File: config.mk
export PLATFORM = sky130hd
export DESIGN_NAME = unified_mem_arbiter
export DESIGN_NICKNAME = d
export VERILOG_FILES = /design/src/rtl/unified_mem_arbiter.sv
export SDC_FILE = /design/constraint.sdc
export NUM_CORES = 1
export LEC_CHECK = 0
export ABC_AREA = 1
export CORE_MARGIN = 4
export CORE_UTILIZATION = 46
export DETAILED_ROUTE_END_ITERATION = 12
export GPL_TIMING_DRIVEN = 1
export PLACE_DENSITY = 0.95
export SYNTH_ARGS = -nofsm -noshare
export SYNTH_HDL_FRONTEND = slang
export SYNTH_SLANG_ARGS = --single-unit
File: constraint.sdc
create_clock -name clk -period 4.8 [get_ports clk]
set_clock_uncertainty 0.15 [all_clocks]
set_input_delay 1.44 -clock clk [delete_from_list [all_inputs] [get_ports clk]]
set_output_delay 1.44 -clock clk [all_outputs]
set_load 0.02 [all_outputs]
File: src/rtl/unified_mem_arbiter.sv
// ---------------------------------------------------------------------------
// unified_mem_arbiter
//
// Shares one memory port between an instruction-fetch read port and a data
// port (read or write). One transaction is in flight at a time, and it moves
// through IDLE -> ISSUE -> DONE. The winner's address, byte enables, write
// data and requester id are captured when the transaction starts, so the
// requester inputs may change freely while the memory access is in progress.
//
// Parameters
//   TIMEOUT_CYCLES  ISSUE cycles allowed before the access is aborted (2..255)
//   FAIR            0: data port has fixed priority over fetch
//                   1: fetch and data alternate when they contend
//
// Optional feature
//   UNIFIED_MEM_ARB_TIMEOUT_EN  When this macro is defined, an ISSUE cycle
//                               counter aborts a stalled access. The access
//                               then completes with rdata = 0, and the sticky
//                               timeout_err flag is set. When the macro is
//                               not defined, ISSUE waits for m_ack
//                               indefinitely and timeout_err is tied to 0.
//
// Ports
//   clk, rst                    clock; synchronous active-high reset
//   if_req/if_addr              fetch read request and address
//   if_rdata/if_rdy             fetch read data and one-cycle completion pulse
//   d_rd_req/d_wr_req/d_addr    data read/write requests, shared address
//   d_wr_be/d_wr_data           data write byte enables and data
//   d_rdata/d_rd_rdy/d_wr_rdy   data read result, read/write completion pulses
//   m_addr/m_rd_en/m_wr_en/
//   m_wr_be/m_wr_data           shared memory request port
//   m_rdata/m_ack               memory read data and completion acknowledge
//   busy                        high while a transaction is in ISSUE or DONE
//   timeout_err                 sticky timeout flag (cleared only by rst)
// ---------------------------------------------------------------------------
module unified_mem_arbiter #(
    parameter int unsigned TIMEOUT_CYCLES = 16,
    parameter bit          FAIR           = 1'b0
) (
    input  logic        clk,
    input  logic        rst,
    input  logic        if_req,
    input  logic [31:0] if_addr,
    output logic [31:0] if_rdata,
    output logic        if_rdy,
    input  logic        d_rd_req,
    input  logic        d_wr_req,
    input  logic [31:0] d_addr,
    input  logic [3:0]  d_wr_be,
    input  logic [31:0] d_wr_data,
    output logic [31:0] d_rdata,
    output logic        d_rd_rdy,
    output logic        d_wr_rdy,
    output logic [31:0] m_addr,
    output logic        m_rd_en,
    output logic        m_wr_en,
    output logic [3:0]  m_wr_be,
    output logic [31:0] m_wr_data,
    input  logic [31:0] m_rdata,
    input  logic        m_ack,
    output logic        busy,
    output logic        timeout_err
);

    localparam logic [1:0] IDLE  = 2'd0;
    localparam logic [1:0] ISSUE = 2'd1;
    localparam logic [1:0] DONE  = 2'd2;

    localparam logic [1:0] ID_IF  = 2'd0;
    localparam logic [1:0] ID_DRD = 2'd1;
    localparam logic [1:0] ID_DWR = 2'd2;

    logic [1:0]  state;
    logic [1:0]  cap_id;
    logic [31:0] cap_addr;
    logic [3:0]  cap_be;
    logic [31:0] cap_wdata;
    logic [31:0] if_rdata_q;
    logic [31:0] d_rdata_q;

    // Fairness history. 0 means fetch wins the next contended grant. Its
    // reset value makes fetch win the first contention after reset.
    logic        data_turn;

    logic        any_req;
    logic        contended;
    logic [1:0]  sel_id;
    logic        timed_out;
    logic        issue_end;

    // Winner selection. Within the data port, a write always beats a read.
    // Under FAIR, the history bit decides only between fetch and data.
    always_comb begin
        any_req   = if_req | d_rd_req | d_wr_req;
        contended = if_req & (d_rd_req | d_wr_req);
        if (d_wr_req) begin
            sel_id = ID_DWR;
        end else if (d_rd_req) begin
            sel_id = ID_DRD;
        end else begin
            sel_id = ID_IF;
        end
        if (FAIR && contended && !data_turn) begin
            sel_id = ID_IF;
        end
    end

`ifdef UNIFIED_MEM_ARB_TIMEOUT_EN
    logic [7:0] tmo_cnt;
    logic       timeout_q;

    // The counter holds the number of ISSUE cycles already spent. The abort
    // fires in cycle TIMEOUT_CYCLES, unless m_ack arrives in that same cycle.
    assign timed_out = (state == ISSUE) && !m_ack &&
                       (tmo_cnt == 8'(TIMEOUT_CYCLES - 1));

    always_ff @(posedge clk) begin
        if (rst) begin
            tmo_cnt   <= 8'd0;
            timeout_q <= 1'b0;
        end else begin
            if (state != ISSUE) begin
                tmo_cnt <= 8'd0;
            end else if (!m_ack) begin
                tmo_cnt <= tmo_cnt + 8'd1;
            end
            if (timed_out) begin
                timeout_q <= 1'b1;
            end
        end
    end

    assign timeout_err = timeout_q;
`else
    assign timed_out   = 1'b0;
    assign timeout_err = 1'b0;
`endif

    assign issue_end = (state == ISSUE) && (m_ack || timed_out);

    // Main FSM. The request is captured on entry to ISSUE. Read data is
    // captured when ISSUE ends; an aborted read returns 0. An m_ack that
    // arrives in IDLE or DONE is ignored.
    always_ff @(posedge clk) begin
        if (rst) begin
            state      <= IDLE;
            cap_id     <= ID_IF;
            cap_addr   <= 32'd0;
            cap_be     <= 4'd0;
            cap_wdata  <= 32'd0;
            data_turn  <= 1'b0;
            if_rdata_q <= 32'd0;
            d_rdata_q  <= 32'd0;
        end else begin
            case (state)
                IDLE: begin
                    if (any_req) begin
                        state     <= ISSUE;
                        cap_id    <= sel_id;
                        cap_addr  <= (sel_id == ID_IF)  ? if_addr   : d_addr;
                        cap_be    <= (sel_id == ID_DWR) ? d_wr_be   : 4'd0;
                        cap_wdata <= (sel_id == ID_DWR) ? d_wr_data : 32'd0;
                        if (contended) begin
                            data_turn <= (sel_id == ID_IF);
                        end
                    end
                end
                ISSUE: begin
                    if (issue_end) begin
                        state <= DONE;
                        if (cap_id == ID_IF) begin
                            if_rdata_q <= m_ack ? m_rdata : 32'd0;
                        end else if (cap_id == ID_DRD) begin
                            d_rdata_q <= m_ack ? m_rdata : 32'd0;
                        end
                    end
                end
                DONE: begin
                    state <= IDLE;
                end
                default: begin
                    state <= IDLE;
                end
            endcase
        end
    end

    // Memory port outputs are driven only in ISSUE. Write-only fields stay 0
    // for reads so that the memory side never sees stale byte enables.
    assign m_rd_en   = (state == ISSUE) && (cap_id != ID_DWR);
    assign m_wr_en   = (state == ISSUE) && (cap_id == ID_DWR);
    assign m_addr    = (state == ISSUE) ? cap_addr : 32'd0;
    assign m_wr_be   = m_wr_en ? cap_be : 4'd0;
    assign m_wr_data = m_wr_en ? cap_wdata : 32'd0;

    assign if_rdy    = (state == DONE) && (cap_id == ID_IF);
    assign d_rd_rdy  = (state == DONE) && (cap_id == ID_DRD);
    assign d_wr_rdy  = (state == DONE) && (cap_id == ID_DWR);
    assign if_rdata  = if_rdata_q;
    assign d_rdata   = d_rdata_q;
    assign busy      = (state != IDLE);

endmodule

# Word level (Yosys, flattened, before mapping)
# Index checks and enable logic that the tools add are counted.
word_totals:
  out_inout_bits: 139
  elab_cells: 44
  regBits: 136
  inputBits: 138
classes:
  muxes: 12
  eq_ne: 8
  reduce_logical: 14
  n_bitwise: 3
ops:
  columns: ["cell", "count"]
  rows:
  - ["$mux W32", 5]
  - ["$mux W4", 2]
  - ["$eq A2 B2 Y1 const B", 3]
  - ["$logic_and A1 B1 Y1", 6]
  - ["$logic_not A2 Y1", 3]
  - ["$mux W2", 3]
  - ["$ne A2 B2 Y1 const B", 3]
  - ["$eq A2 B1 Y1 const B", 2]
  - ["$pmux W2 S2", 1]
  - ["$reduce_and A2 Y1", 2]
  - ["$reduce_and A4 Y1", 1]
  - ["$reduce_and A3 Y1", 1]
  - ["$or A1 B1 Y1", 2]
  - ["$reduce_bool A2 Y1", 1]
  - ["$mux W1", 1]
  - ["$not A1 Y1", 1]

# Logic depth before layout (Yosys ltp)
depth:
  depth_word: 4
  depth_mapped: 8
  depth_no_buf: 6

# Worst setup path before layout
# Ideal clock, no wire load.
synth_path:
  path_type: "reg2out"
  startpoint: "reg state[0]"
  endpoint: "out m_wr_data[21]"
  slack_ps: 1998
  path_stages_with_launch: 6
  required_time_ps: 3210
  n_path_buf: 1
  arrival_ps: 1212
  path_cell_list: "dfxtp_1 inv_1 nor2_2 nand2_2 buf_2 nor2_1"
synth_via:
  elab_chain_len: 3
synth_lines:
  columns: ["item", "line", "rtl"]
  rows:
  - ["start: declaration", "73", "logic [1:0] state;"]
  - ["start signal: assignment", "146", "state <= IDLE;"]
  - ["start signal: assignment", "158", "state <= ISSUE;"]
  - ["start signal: assignment", "170", "state <= DONE;"]
  - ["$eq A2 B1 Y1", "191", "assign m_wr_en = (state == ISSUE) && (cap_id == ID_DWR);"]
  - ["$logic_and A1 B1 Y1", "191", null]
  - ["$mux W32", "194", "assign m_wr_data = m_wr_en ? cap_wdata : 32'd0;"]
  - ["end: declaration", "58", "output logic [31:0] m_wr_data,"]
# Every way passes these cells.

# Worst setup path after layout
layout_path:
  startpoint: "reg state[0]"
  endpoint: "out m_rd_en"
layout_via:
  elab_chain_len: 2
layout_lines:
  columns: ["item", "line", "rtl"]
  rows:
  - ["$eq A2 B1 Y1", "190", "assign m_rd_en = (state == ISSUE) && (cap_id != ID_DWR);"]
  - ["$logic_and A1 B1 Y1", "190", null]
  - ["end: declaration", "55", "output logic m_rd_en,"]
# Every way passes these cells.

==> results.cfg <==
[setup_path]
cpPeakStageDelay_ns = 0.66
timing.critical_path.arrival_ns = 2.59
worstPathRequired_ns = 3.21
r2r_slack_ns = 2.58
critPathLaunchType = flop
slowest_stage = clkdlybuf4s50_1
crit_path_end_kind = primary output
crit_top_cell = inv_1
path_cells = inv_1 -> nor2_2 -> inv_1 -> nor2_1 -> clkdlybuf4s50_1
ff2ff_path_depth = 5
worstPathMaxFanout = 33
path_class = reg -> out

[cts]
cts_tree = done
cts-root-buf = clkbuf_16
cts_buffer_depth = 2
cts-buffers-inserted = 17
clkSlewWorstSetupHoldPaths_ns = 0.06
clock_latency_ns = 0.41
cts-resized-gates = 0
htree_levels = 4
cts_setup_buffers = 0
hold_buffers = 0
clock-sinks = 136

[drt]
drt_iter0_markers = 462
drt-pass1-iter-count = 5
vias = 6797
post_drt_wl_per_cell_um = 13.7
post-route-drc-count = 0
ant_nets = 0
totalWireLength_um = 19500
vias_per_cell = 4.79

[grt]
grt_overflow = 0
grt_antenna_before_repair = 0
gr-max-usage-layer = met2
grt_max_degree = 104
track_usage = 0.238
grt.met1_usage = 0.256
use_met2 = 0.424
grt_pass1_wl_um = 30500
grt.met3_usage = 0.0721
first_global_vias = 6423

[die]
dieArea_sq_mm = 0.0156
coreArea_sq_mm = 0.0133
initial_core_util = 0.472
num_rows = 42
fp.dieW_um = 125
die_h_um = 125
io_pins = 277

[worst_hold_path]
hold_depth = 2
hold_path.class = reg -> reg

[synthesis]
avgSynthCellArea_sq_um = 6.34
syn_inst = 993
yosysTopAreaCellShare = 0.432
yosysTopAreaCell = dfxtp_1
seq_area_frac_synth = 0.432
syn_area_sq_mm = 0.00630
syn_nets = 1131
ys_ff_latch = 136
yosys_warnings = 0
synth.area.top_cells = dfxtp_1 43%, nand2_1 18%, nor2_1 16%
synth_cell_type_count = 20

[finish]
drive_gt1_frac = 0.0378
layout_common_cells = 300 x nand2_1, 274 x clkdlybuf4s50_1, 266 x nor2_1
layout_commonest_cell = nand2_1
syn_to_final_growth_pct = 52.5
layout.nets = 1368
antenna_cells = 0
final_area_sq_mm = 0.00960

[placed_design]
place_hpwl_um = 13200
io_buffer_count = 275
gp_congestion = 0.839
placed_cell_area_sq_mm = 0.00892

[power_and_ir_drop]
powerDensity_mw_per_mm2 = 348
p_seq_frac = 0.371
pwr-share-clk = 0.448
swShare = 0.260
switching_power_uw = 869
p_leak_nw = 4.07
p_int_mw = 2.47
ir_worst_vdd_mv = 0.207
combPwrFrac = 0.181

[timing]
final-hold-violation-count = 0
drv_slew = 0
fin_crit_ns = 4.18
setup_violations = 0
rsz0062_at_grt = no
whs_ns = 0.314
fmax_ghz = 0.239
timing.setup.tns_ns = 0
worst_pin_slew_ns = 1.20
slew_headroom = 0.199
timing.final.crit_share = 0.870

[outcome]
status = finished clean

[run]
drv_cap = 0
[critical path, delay by kind of cell (launching register included)]
family / cells / cell delay (ns)
and+or+nand+nor: 2 / 0.51
buffers and inverters: 3 / 1.23
DFF: 1 / 0.43
[kinds of logic (layout without fill, tap and decap cells)]
| group | Yosys count | in the layout | share of synthesized area |
|---|---|---|---|
| buffers and inverters | 173 | 423 | 0.128 |
| and+or+nand+nor | 612 | 612 | 0.382 |
| DFF | 136 | 136 | 0.432 |
| AOI/OAI and AO/OA | 71 | 71 | 0.0564 |
| other | 1 | 1 | 0.000595 |
[metal layers]
metal / wire length (um) / up-vias / share of wire
li1: - / 3411 / -
met1: 7490 / 3028 / 0.38
met2: 9660 / 303 / 0.50
met3: 1560 / 55 / 0.080
met4: 794 / 0 / 0.041
met5: 0 / - / 0
[cell type report]
cell class,instances,area [sq um]
multi-input combinational,684,2770
clock inverter,13,239
clock buffer,19,443
timing repair buffer,281,2790
inverter,110,413
tap,176,220
fill,991,3740
sequential,136,2720
[metrics by stage]
step                      worst slack (ns)  std cells  total power [mW]  utilization
after floorplan                       2.00        993              1.61            -
after global placement                1.09       1387              1.84        0.668
after detailed placement              1.08       1387              1.86        0.668
after CTS                            0.625       1419              3.36        0.719
after global routing                 0.505       1419              3.47        0.719
final                                0.622       1419              3.34        0.719
[power by group through the flow]
stage | clock network [mW] | registers [mW] | logic (mW)
3_5_place_dp | 0 | 1.26 | 0.595
3_3_place_gp | 0 | 1.26 | 0.583
2_1_floorplan | 0 | 1.29 | 0.325
5_1_grt | 1.56 | 1.25 | 0.663
4_1_cts | 1.52 | 1.24 | 0.603
6_report | 1.50 | 1.24 | 0.604
[path summary, 6_finish.rpt]
kind | from | endpoint
max | state[0] | m_rd_en
min | cap_wdata[6] | cap_wdata[6]
max reg2reg | state[1] | cap_wdata[18]
min reg2reg | cap_wdata[6] | cap_wdata[6]
[sequential cells by signal (all words and copies together) (netlist names)]
register,flops
cap_addr,32
cap_be,4
cap_id,2
d_rdata,32
cap_wdata,32
state,2
if_rdata,32
[cells in the mapped netlist]
master / number
nor2_2: 2
inv_1: 109
buf_4: 9
o21ai_0: 32
nand3_1: 37
clkinv_1: 1
nand2_1: 300
clkbuf_1: 18
nor2_1: 266
buf_6: 13
conb_1: 1
buf_2: 21
nor2_8: 2
nand3_4: 1
a21oi_1: 39
nor2_4: 1
dfxtp_1: 136
nand2_2: 2
nor3_1: 1
buf_1: 2
(Power assumes the default switching activity.)
==> patch: new RTL, same flow settings <==
Build with the macro `UNIFIED_MEM_ARB_TIMEOUT_EN` defined.
--- a/src/rtl/unified_mem_arbiter.sv
+++ b/src/rtl/unified_mem_arbiter.sv
@@ -35,2 +35,4 @@
 // ---------------------------------------------------------------------------
+`define UNIFIED_MEM_ARB_TIMEOUT_EN
+
 module unified_mem_arbiter #(
Behaviour: same outputs for any inputs over 4 cycles, from zero or initial values and one cycle with rst high; that may be too few to reach the edited logic, so the function may still have changed.
==> patch against the original RTL <==
Combinational power down 3.8%. Synthesized area increased by 2.6%. Total power decreased by 2.6%. Sequential power grew 6%. First-iteration DRC count increased by 26%. Worst setup slack lost 0.049 ns. Wire length up 8.6%. Design area rose by 3.0%. Critical path type unchanged. Largest cell class is now flip-flops and latches. Sequential cell count is 9 higher.
==> patch: results (changes against the original RTL) <==
[status]
outcome=complete, no violations  ; unchanged

[cells_and_area]
fillers=1042  ; was 991
multi_input_area_sq_mm=0.002836  ; was 0.002773 sq mm
clk_share=0.06108  ; was 0.07101
area.growth.synth_to_final_pct=53.14  ; was 52.49%
nNonClkBuffers=289  ; was 281
clkbuf_count=21  ; was 19
nFlopsAndLatches=145  ; was 136
stdcell_count=1431  ; was 1,419
comb.multi_input.count=662  ; was 684
bufAreaShareNonClock=0.2891  ; was 0.2908

[placement]
place_area_sq_mm=0.009290  ; was 0.008921 sq mm
dp_slack_ns=0.8388  ; was 1.076 ns
routabilityCongestion=0.8734  ; was 0.8386
portBuffers=276  ; was 275
hpwl_um=14500  ; was 13,160 um

[logic_synthesis]
syn_area_sq_mm=0.006461  ; was 0.006297 sq mm
synth_compound_gate_area_share=0.1220  ; was 0.05643
ys_seq_area_frac=0.4493  ; was 0.4323
synth_area_leaders=dfxtp_1 (45%), nand2_1 (14%), nor2_1 (13%), inv_1 (7.0%), o21ai_0 (5.1%)  ; was dfxtp_1 (43%), nand2_1 (18%), nor2_1 (16%), inv_1 (6.5%), a21oi_1 (3.1%)
ys_async_sr_fraction=0  ; unchanged
synth_common_cells=nand2_1 (234), nor2_1 (217), dfxtp_1 (145)  ; was nand2_1 (300), nor2_1 (266), dfxtp_1 (136)
synth.distinct_cells=24  ; was 20
netlist_instances=992  ; was 993

[pwr]
p_clk_mw=1.35  ; was 1.50 mW
ir_drop_mv=0.2346  ; was 0.2066 mV
total_power_mw=3.251  ; was 3.340 mW
powerComb_uw=581  ; was 604 uW
p_sw_frac=0.2636  ; was 0.2602

[drt]
first_iter_violations=582  ; was 462
wl_met1_um=8138  ; was 7494 um
drt-pass1-iter-count=4  ; was 5
dr_wl_met3_um=2034  ; was 1556 um
via_count=7184  ; was 6,797

[global_routing]
met1_usage=0.2980  ; was 0.2565
grtUsageMet3=0.07284  ; was 0.07207
met2_usage=0.4359  ; was 0.4239
grt_max_degree=65  ; was 104
grtUsageTotal=0.2559  ; was 0.2379
grt_pass1_wl_um=33230  ; was 30,520 um

[sta]
slew_headroom=0.4306  ; was 0.1986

[setup_path]
cp_max_fo=36  ; was 33

## patch: changes by cell type after synthesis, sizes merged, moves of 8 or more
cell	change
dfxtp	+9
nor2	-50
o21ai	+35
clkbuf	+19
nand2	-66
inv	+14
nand3	+12
a31oi	+33
a21oi	+8
buf	-21
## patch: final timing paths
check,start,endpoint,slack [ns],cells after the start
hold / removal,cap_wdata[12]$_SDFFE_PP0P_,cap_wdata[12]$_SDFFE_PP0P_,0.31,2
setup / recovery,state[0]$_SDFFE_PP0P_,m_wr_data[16],0.57,8
setup reg to reg,state[0]$_SDFFE_PP0P_,d_rdata[15]$_SDFFE_PP0P_,2.29,9
hold reg to reg,cap_wdata[12]$_SDFFE_PP0P_,cap_wdata[12]$_SDFFE_PP0P_,0.31,2
## patch: cell families after synthesis
logic type               count (synthesis)
AO/OA/AOI/OAI                          147
adder cells (fa/ha/maj)                  1
buffers and inverters                  185
flip-flops                             145
AND/OR/NAND/NOR                        514
